--- config.mk ---
export PLATFORM = sky130hd
export DESIGN_NAME = dispense_seq
export DESIGN_NICKNAME = d
export VERILOG_FILES = /design/src/rtl/dispense_pkg.sv /design/src/rtl/dispense_next_ch.sv /design/src/rtl/dispense_seq.sv
export SDC_FILE = /design/constraint.sdc
export NUM_CORES = 1
export LEC_CHECK = 0
export CORE_AREA = 4 4 41 43
export DETAILED_ROUTE_END_ITERATION = 8
export DIE_AREA = 0 0 45 47
export DONT_BUFFER_PORTS = 1
export PLACE_DENSITY = 0.55
export SYNTH_ARGS = -nofsm -noshare
export SYNTH_HDL_FRONTEND = slang
export SYNTH_SLANG_ARGS = --single-unit
--- constraint.sdc ---
create_clock -name clk -period 1.8 [get_ports clk]
set_clock_uncertainty 0.2 [all_clocks]
set_input_delay 0.18 -clock clk [delete_from_list [all_inputs] [get_ports clk]]
set_output_delay 0.18 -clock clk [all_outputs]
set_load 0.005 [all_outputs]
--- src/rtl/dispense_pkg.sv ---
// dispense_pkg: state codes and widths shared by the dispense sequencer.
// Codes match the legacy three-motor loader's `est` encoding.
package dispense_pkg;

    localparam int ST_W = 3;

    typedef enum logic [ST_W-1:0] {
        LECTURA = 3'b000,
        ESPERA  = 3'b001,
        CARGA   = 3'b011,
        FIN     = 3'b100,
        ERROR   = 3'b101
    } state_e;

    // Width of a channel index; never narrower than one bit.
    function automatic int idx_w(input int n);
        return (n > 1) ? $clog2(n) : 1;
    endfunction

endpackage

--- src/rtl/dispense_next_ch.sv ---
// dispense_next_ch: finds the highest set bit of `mask` strictly below `cur`.
// `none` is raised when no such bit exists.
module dispense_next_ch
    import dispense_pkg::*;
#(
    parameter int N_CH = 3,
    localparam int IW = idx_w(N_CH),
    localparam int CW = $clog2(N_CH + 1)
) (
    input  logic [N_CH-1:0] mask,
    input  logic [CW-1:0]   cur,
    output logic [IW-1:0]   nxt,
    output logic            none
);

    // Ascending scan: the last qualifying bit wins, i.e. the highest one.
    always_comb begin
        nxt  = '0;
        none = 1'b1;
        for (int i = 0; i < N_CH; i++) begin
            if (mask[i] && (i < int'(cur))) begin
                nxt  = IW'(i);
                none = 1'b0;
            end
        end
    end

endmodule

--- src/rtl/dispense_seq.sv ---
// dispense_seq: N_CH-channel paint-dispense sequencer, highest channel first.
// Optional per-channel timeout with ERROR state under DISPENSE_TIMEOUT_EN.
module dispense_seq
    import dispense_pkg::*;
#(
    parameter int N_CH = 3,
    parameter int TIMEOUT_CYC = 50000,
    localparam int IW = idx_w(N_CH)
) (
    input  logic            clk,
    input  logic            reset,
    input  logic            RGB_full,
    input  logic            enter,
    input  logic            abort,
    input  logic [N_CH-1:0] ch_en,
    input  logic [N_CH-1:0] flags,
    output logic [N_CH-1:0] Motores,
    output logic            busy,
    output logic            done,
    output logic            error,
    output logic [IW-1:0]   ch_idx,
    output logic [ST_W-1:0] est
);

    localparam int CW = $clog2(N_CH + 1);

    state_e          state_q;
    state_e          state_d;
    logic [N_CH-1:0] mask_q;
    logic [N_CH-1:0] mask_d;
    logic [IW-1:0]   idx_q;
    logic [IW-1:0]   idx_d;

    logic [IW-1:0]   start_idx;
    logic            start_none;
    logic [IW-1:0]   adv_idx;
    logic            adv_none;

    logic [N_CH-1:0] onehot;
    logic            flag_hit;

`ifdef DISPENSE_TIMEOUT_EN
    localparam int TW = $clog2(TIMEOUT_CYC);

    logic [TW-1:0] cnt_q;
    logic [TW-1:0] cnt_d;
    logic          expired;

    assign expired = (cnt_q == TW'(TIMEOUT_CYC - 1));
`else
    logic unused_cfg;

    assign unused_cfg = ^32'(TIMEOUT_CYC);
`endif

    // First channel of a new job comes straight from the live ch_en.
    dispense_next_ch #(
        .N_CH (N_CH)
    ) u_start (
        .mask (ch_en),
        .cur  (CW'(N_CH)),
        .nxt  (start_idx),
        .none (start_none)
    );

    // Next channel after the active one, from the latched job mask.
    dispense_next_ch #(
        .N_CH (N_CH)
    ) u_adv (
        .mask (mask_q),
        .cur  (CW'(idx_q)),
        .nxt  (adv_idx),
        .none (adv_none)
    );

    assign onehot   = N_CH'(1) << idx_q;
    assign flag_hit = |(flags & onehot);

    // Next-state and datapath updates; abort beats flag beats timeout.
    always_comb begin
        state_d = state_q;
        mask_d  = mask_q;
        idx_d   = idx_q;
`ifdef DISPENSE_TIMEOUT_EN
        cnt_d   = cnt_q;
`endif
        unique case (state_q)
            LECTURA: begin
                if (RGB_full) begin
                    state_d = ESPERA;
                end
            end
            ESPERA: begin
                if (!RGB_full) begin
                    state_d = LECTURA;
                end else if (enter) begin
                    mask_d = ch_en;
                    if (start_none) begin
                        state_d = FIN;
                    end else begin
                        state_d = CARGA;
                        idx_d   = start_idx;
`ifdef DISPENSE_TIMEOUT_EN
                        cnt_d   = '0;
`endif
                    end
                end
            end
            CARGA: begin
                if (abort) begin
                    state_d = LECTURA;
                end else if (flag_hit) begin
                    if (adv_none) begin
                        state_d = FIN;
                    end else begin
                        idx_d = adv_idx;
`ifdef DISPENSE_TIMEOUT_EN
                        cnt_d = '0;
`endif
                    end
`ifdef DISPENSE_TIMEOUT_EN
                end else if (expired) begin
                    state_d = ERROR;
                end else begin
                    cnt_d = cnt_q + TW'(1);
`endif
                end
            end
            FIN: begin
                state_d = LECTURA;
            end
`ifdef DISPENSE_TIMEOUT_EN
            ERROR: begin
                if (abort) begin
                    state_d = LECTURA;
                end
            end
`endif
            default: begin
                state_d = LECTURA;
            end
        endcase
    end

    // State, job mask and active channel registers.
    always_ff @(posedge clk or negedge reset) begin
        if (!reset) begin
            state_q <= LECTURA;
            mask_q  <= '0;
            idx_q   <= '0;
        end else begin
            state_q <= state_d;
            mask_q  <= mask_d;
            idx_q   <= idx_d;
        end
    end

`ifdef DISPENSE_TIMEOUT_EN
    // Per-channel cycle counter for the timeout.
    always_ff @(posedge clk or negedge reset) begin
        if (!reset) begin
            cnt_q <= '0;
        end else begin
            cnt_q <= cnt_d;
        end
    end
`endif

    assign busy    = (state_q == CARGA);
    assign done    = (state_q == FIN);
    assign Motores = busy ? onehot : '0;
    assign ch_idx  = busy ? idx_q : '0;
    assign est     = state_q;

`ifdef DISPENSE_TIMEOUT_EN
    assign error = (state_q == ERROR);
`else
    assign error = 1'b0;
`endif

endmodule

==> reports/metrics.yaml <==
clock_network:
  cts_sinks: 8
  path_clk_slew_ns: 0.06
  clk_latency_ns: 0.25
  clock_path_buffers: 2
  numCtsBuffers: 3
  root_buffer: "clkbuf_4"
  htreeDepth: 1
  cts_tree: "built"
  cts_setup_buffers: 0
synthesis:
  synthDistinctLibCells: 32
  async_flop_share: 1.000
  synth_fp_nets: 66
  synth_area_per_cell_um2: 9.441
  yosys_most_used_dff: "dfrtp_1"
  syn_area_um2: 519.2
  ys_seq_area_frac: 0.3855
  synth_cells: 55
  synthAdderAreaFrac: 0
  synth_simple_gate_area_share: 0.2916
  synth_xor_area_frac: 0
  synth_edf_count: 0
  synth_compound_area_frac: 0.1518
  ys_ff_latch: 8
  synth_top_family_by_area: "simple AND/OR/NAND/NOR gates"
  muxShareOfSynthArea: 0.1036
  yosysWarnings: 0
floorplan:
  die_w_um: 45
  rows: 13
  die_height_um: 47
  io_pins: 22
  start_util: 0.3990
  core_area_um2: 1301
  die-area_um2: 2115
sta:
  setup_viol: 0
  fin_setup_tns_ns: 0
  rsz0062_at_grt: "no"
  fin_crit_ns: 1.699
  final-hold-violation-count: 0
  fmax_mhz: 588.5
  slew_violations: 0
  period_share: 0.9440
worst_setup_path:
  start_kind: "flip-flop"
  critPathLaunch: "est[1]$_DFFE_PN0P_"
  crit_chain: "nor2_4 -> and3_2 -> nand2_2 -> a32o_2 -> a32o_1"
  arrival_ns: 1.64
  max_stage_delay_ns: 0.44
  worstSetupEndpointType: "flip-flop"
  required_ns: 1.74
  r2r-start: "est[1]$_DFFE_PN0P_"
  slowest_stage: "dfrtp_1"
  crit_fanout: 5
  path_class: "flip-flop to flip-flop"
outcome:
  status: "complete, no violations"
routing:
  drtIter0Drc: 4
  routed_wl_um: 1132
  antenna_left: 0
  avgRoutedWirePerCell_um: 14.15
  viasPerCell: 5.575
  drc: 0
  vias: 446
  drt-pass1-iter-count: 3
global_route:
  grt_pass1_wl_um: 1918
  grt_max_degree: 11
  track_usage: 0.1315
  gr-total-overflow: 0
  grt_antenna_before_repair: 0
  grt_pass1_vias: 421
final_layout:
  area_delta_synth_final_pct: 23.37
  multi_input_area_um2: 296.5
  fin_nets: 78
  layout-drive-gt1-share: 0.2615
  ff_latch_area_um2: 200.2
  diodes: 0
  fillers: 127
  instances_no_fill: 80
place:
  dp_cells: 69
  gp_congestion: 0.6914
  place_hpwl_um: 880.1
  portBuffers: 0
worst_hold_path:
  worstHoldPathType: "primary input to flip-flop"
  hp-start: "abort"
pwr:
  power_density_nw_per_um2: 1299
  power_uw: 832.0
  irDropWorstVdd_uv: 616.9
  p_leak_uw: 0.0002952
job:
  cap_violations: 0
## placed cells by master (no fill, tap or decap), drive strengths merged, types with 3 or more instances in the layout
cell type / count
nor2: 7
clkbuf: 3
o21ai: 3
dfrtp: 8
mux2: 3
nand2: 5
nand3: 3
nor3: 3
dlygate4sd3: 8
## where the power goes
group          internal [µW]  leakage, µW  total (µW)  switching, µW
sequential               253     0.000100         351           97.3
clock                   76.4    0.0000138         138           62.0
combinational            182     0.000181         343            161
total                    512     0.000295         832            320
## worst max-delay path, delay by kind of cell (launching register included)
kind / cells / cell delay (ns)
AOI/OAI and AO/OA: 2 / 0.45
DFF: 1 / 0.44
and+or+nand+nor: 3 / 0.50
## per-stage QoR
| step | hold WS, ns | setup slack [ns] | cell area, µm² | utilization |
|---|---|---|---|---|
| floorplan | -0.3156 | 0.1906 | 519.2 | - |
| CTS | 0.001291 | 0.03538 | 631.9 | 0.4856 |
| finish | 0.008179 | 0.1007 | 640.6 | 0.4923 |
| detailed placement | -0.3154 | 0.09837 | 529.3 | 0.4067 |
| global placement | -0.3153 | 0.1297 | 529.3 | 0.4067 |
| global route | 0.02115 | 0.01282 | 640.6 | 0.4923 |
## final timing paths
kind / endpoint / slack, ns / cells past startpoint
hold reg to reg: mask_q[1]$_DFFE_PN0P_ / 0.34 / 1
max in group asynchronous: mask_q[1]$_DFFE_PN0P_ / 1.05 / 1
setup reg to reg: idx_q[1]$_DFFE_PN0P_ / 0.10 / 5
setup / recovery: idx_q[1]$_DFFE_PN0P_ / 0.10 / 5
min in group asynchronous: est[0]$_DFFE_PN0P_ / 0.08 / 1
hold / removal: est[2]$_DFFE_PN0P_ / 0.008 / 3
## state kept, by name, indices dropped and copies added (netlist names)
register	count
est	3
mask_q	3
idx_q	2
## logic make-up (layout without fill, tap and decap cells)
family,count (synthesis),in the layout
AOI/OAI and AO/OA,10,10
buffers and inverters,5,15
DFF,8,8
muxes,5,5
other,1,1
and+or+nand+nor,26,26
## layer usage
layer,up-vias,track usage,share of wire
met5,-,0,0
met4,0,0.1053,0.015
met3,2,0.04598,0.096
met2,16,0.1893,0.45
met1,207,0.1585,0.44
li1,221,-,-
## area by class of cell
type	instances	area share
clock buffers	3	0.03516
inverters	2	0.01172
multi-input cells	42	0.4629
flip-flops and latches	8	0.3125
well taps	15	0.02930
repair buffers	10	0.1484
## cells in the mapped netlist, drive strengths merged, types with 2 or more instances
cell / instances / area [µm²]
mux2: 3 / 33.78
nor2: 7 / 38.78
dfrtp: 8 / 200.2
nor3: 3 / 15.01
a32o: 2 / 21.27
and3: 2 / 13.77
buf: 3 / 23.77
o21ai: 3 / 18.76
mux2i: 2 / 20.02
nand3b: 2 / 18.77
nor3b: 2 / 15.01
inv: 2 / 7.510
nand3: 3 / 15.01
nand2: 5 / 21.27
## what timing repair did
item,in CTS,in global routing
hold buffers,8,0
endpoints found under the hold margin,14,0
gates resized for setup,0,2
endpoints found under the setup margin,0,3
No activity file was read; power rests on OpenSTA's default activity.
==> patch (same settings) <==
`N_CH` is set to 3 in 2 places; all go to 2.
--- a/src/rtl/dispense_next_ch.sv
+++ b/src/rtl/dispense_next_ch.sv
@@ -3,7 +3,7 @@
 module dispense_next_ch
     import dispense_pkg::*;
 #(
-    parameter int N_CH = 3,
+    parameter int N_CH = 2,
     localparam int IW = idx_w(N_CH),
     localparam int CW = $clog2(N_CH + 1)
 ) (
--- a/src/rtl/dispense_seq.sv
+++ b/src/rtl/dispense_seq.sv
@@ -3,7 +3,7 @@
 module dispense_seq
     import dispense_pkg::*;
 #(
-    parameter int N_CH = 3,
+    parameter int N_CH = 2,
     parameter int TIMEOUT_CYC = 50000,
     localparam int IW = idx_w(N_CH)
 ) (
Interface: changed (resized Motores, ch_en, ch_idx and flags); port bits go from 22 to 18. The function was not compared with the original's and may differ.
==> patch against the unedited design <==
Critical path type unchanged; count of clock-buffer cells in the layout grew 1; power decreased by 31%; highest routed layer is now met3; synthesized area decreased by 27%; setup slack gained 0.053 ns; first-iteration DRC count fell by 50%; largest cell class unchanged; cell area shrank 26%; critical path depth shrank 2; sequential cell count shrank 3; routed wire length down 16%; largest power group unchanged.
==> patch: results (changes against the unedited design) <==
R2R cell count=3 (-2); slowest stage delay, CP=0.54 ns (+0.10 ns); largest net degree at the start of global routing=10 (-1); clock-pin slew of the registers on the worst-case setup and hold paths=0.04 ns (-0.02 ns); 1st-iter DRT viols=2 (-2); syn_nets=49 (-26%); Total GRT Usage=0.105 (-0.0267); diode count=0 (unchanged); Yosys warnings=0 (unchanged); Highest Signal Layer=met3; area post-placement=400 um2 (-24%); dominant synthesized flop cell=dfrtp_1; DRT Pass-1 Iters=2 (-1); root buf cell=clkbuf_4; initial antenna violation count=0 (unchanged); port bufs=0 (unchanged); worst hold path class=primary input to flop; FILL cells=140 (+10%); worst vdd ir=0.422 mV (-32%); post-CTS setup buffer count=0 (unchanged); Reg-to-Reg Start=est[0]; Static Leak=0.000234 uW (-21%); Adder-Cell Fraction of Synth Area=0 (unchanged); min-delay src=ch_en[0]; nets@finish=59 (-24%); first-pass GRT wire length=1550 um (-19%); met2 Use GR=0.169 (-0.0198); Reg-to-Reg End=est[0]; status=complete, no violations; met2 routed WL=512 um (+0.39%); dpl hpwl=715 um (-19%); Placer Congestion=0.832 (+20%); synth unique cells=27 (-16%); WHS Path Cells=2 (-1); R2R setup slack=0.15 ns (+0.05 ns); max FFs per register=3; M3 GR Usage=0.0268 (-0.0192); # H-tree levels=1 (unchanged); top cells by count, synth=5 x dfrtp_1, 3 x nand2_1, 3 x nor2_1; register area share after synthesis=0.328 (-0.0577); layout cells sized above 1=0.286 (+0.0242); Post-CTS Hold Fix Bufs=5 (-3); Area contributors post-synth=dfrtp_1 33%, and4bb_2 6.6%, nand3b_4 5.2%, and2b_2 4.6%, buf_4 3.9%; total CTS buffers=3 (unchanged); worst hold path endpoint=est[1]; metal1 wirelength=392 um (-21%); post-synthesis compound-gate area fraction=0.164 (+0.0121); metal3 WL=44 um (-60%); Post-Synth XOR/XNOR Area=0 (unchanged); via count=327 (-27%); Critical Path Slowest Stage Cell=or4_4; critical path peak fanout=9 (+4); drt wl/cell=14.8 um (+4.8%); met1 Resource Use GR=0.113 (-0.0456); post-synthesis mux area share=0.0557 (-0.0479); vias in the first global route=357 (-15%)
[patch: area by class of cell]
cell class | count | area, um2 | area share
inverter | 2 | 7.51 | 0.0157
tap | 15 | 18.8 | 0.0394
clock buffer | 4 | 26.3 | 0.0551
multi-input combinational | 31 | 234 | 0.491
timing repair buffer | 7 | 65.1 | 0.136
sequential | 5 | 125 | 0.262
[patch: how the worst max path moves through the flow]
stage | cells after the start | endpoint | start
4_1_cts | 3 | est[0] | est[0]
6_report | 3 | est[0] | est[0]
3_5_place_dp | 3 | est[0] | est[0]
2_1_floorplan | 3 | est[0] | est[2]
3_3_place_gp | 3 | est[0] | est[0]
5_1_grt | 3 | est[2] | est[0]
[patch: worst max-delay path: cells and delay by family (launching register included)]
kind	cells	cell delay, ns
AO/OA/AOI/OAI	1	0.17
flip-flops	1	0.51
AND/OR/NAND/NOR	2	0.68
[patch: power breakdown]
group / switching [uW] / internal [uW] / total, uW
Clock: 49.0 / 84.0 / 133
Combinational: 95.1 / 119 / 214
Sequential: 67.7 / 157 / 225
Total: 212 / 360 / 572
[patch: through the flow]
| step | total power (uW) | util | worst slack [ns] | cells | hold WS [ns] |
|---|---|---|---|---|---|
| 3_5_place_dp | 426 | 0.308 | 0.190 | 55 | -0.315 |
| 3_3_place_gp | 428 | 0.308 | 0.183 | 55 | -0.315 |
| 6_report | 572 | 0.366 | 0.154 | 64 | 0.0189 |
| 4_1_cts | 581 | 0.366 | 0.148 | 64 | 0.0109 |
| 2_1_floorplan | 376 | - | 0.262 | 40 | -0.316 |
| 5_1_grt | 620 | 0.366 | 0.0477 | 64 | 0.0413 |
[patch: cells by family after synthesis]
family	after synthesis
simple gates	19
compound gates	9
flops	5
buf+inv	4
mux	2
other cells	1
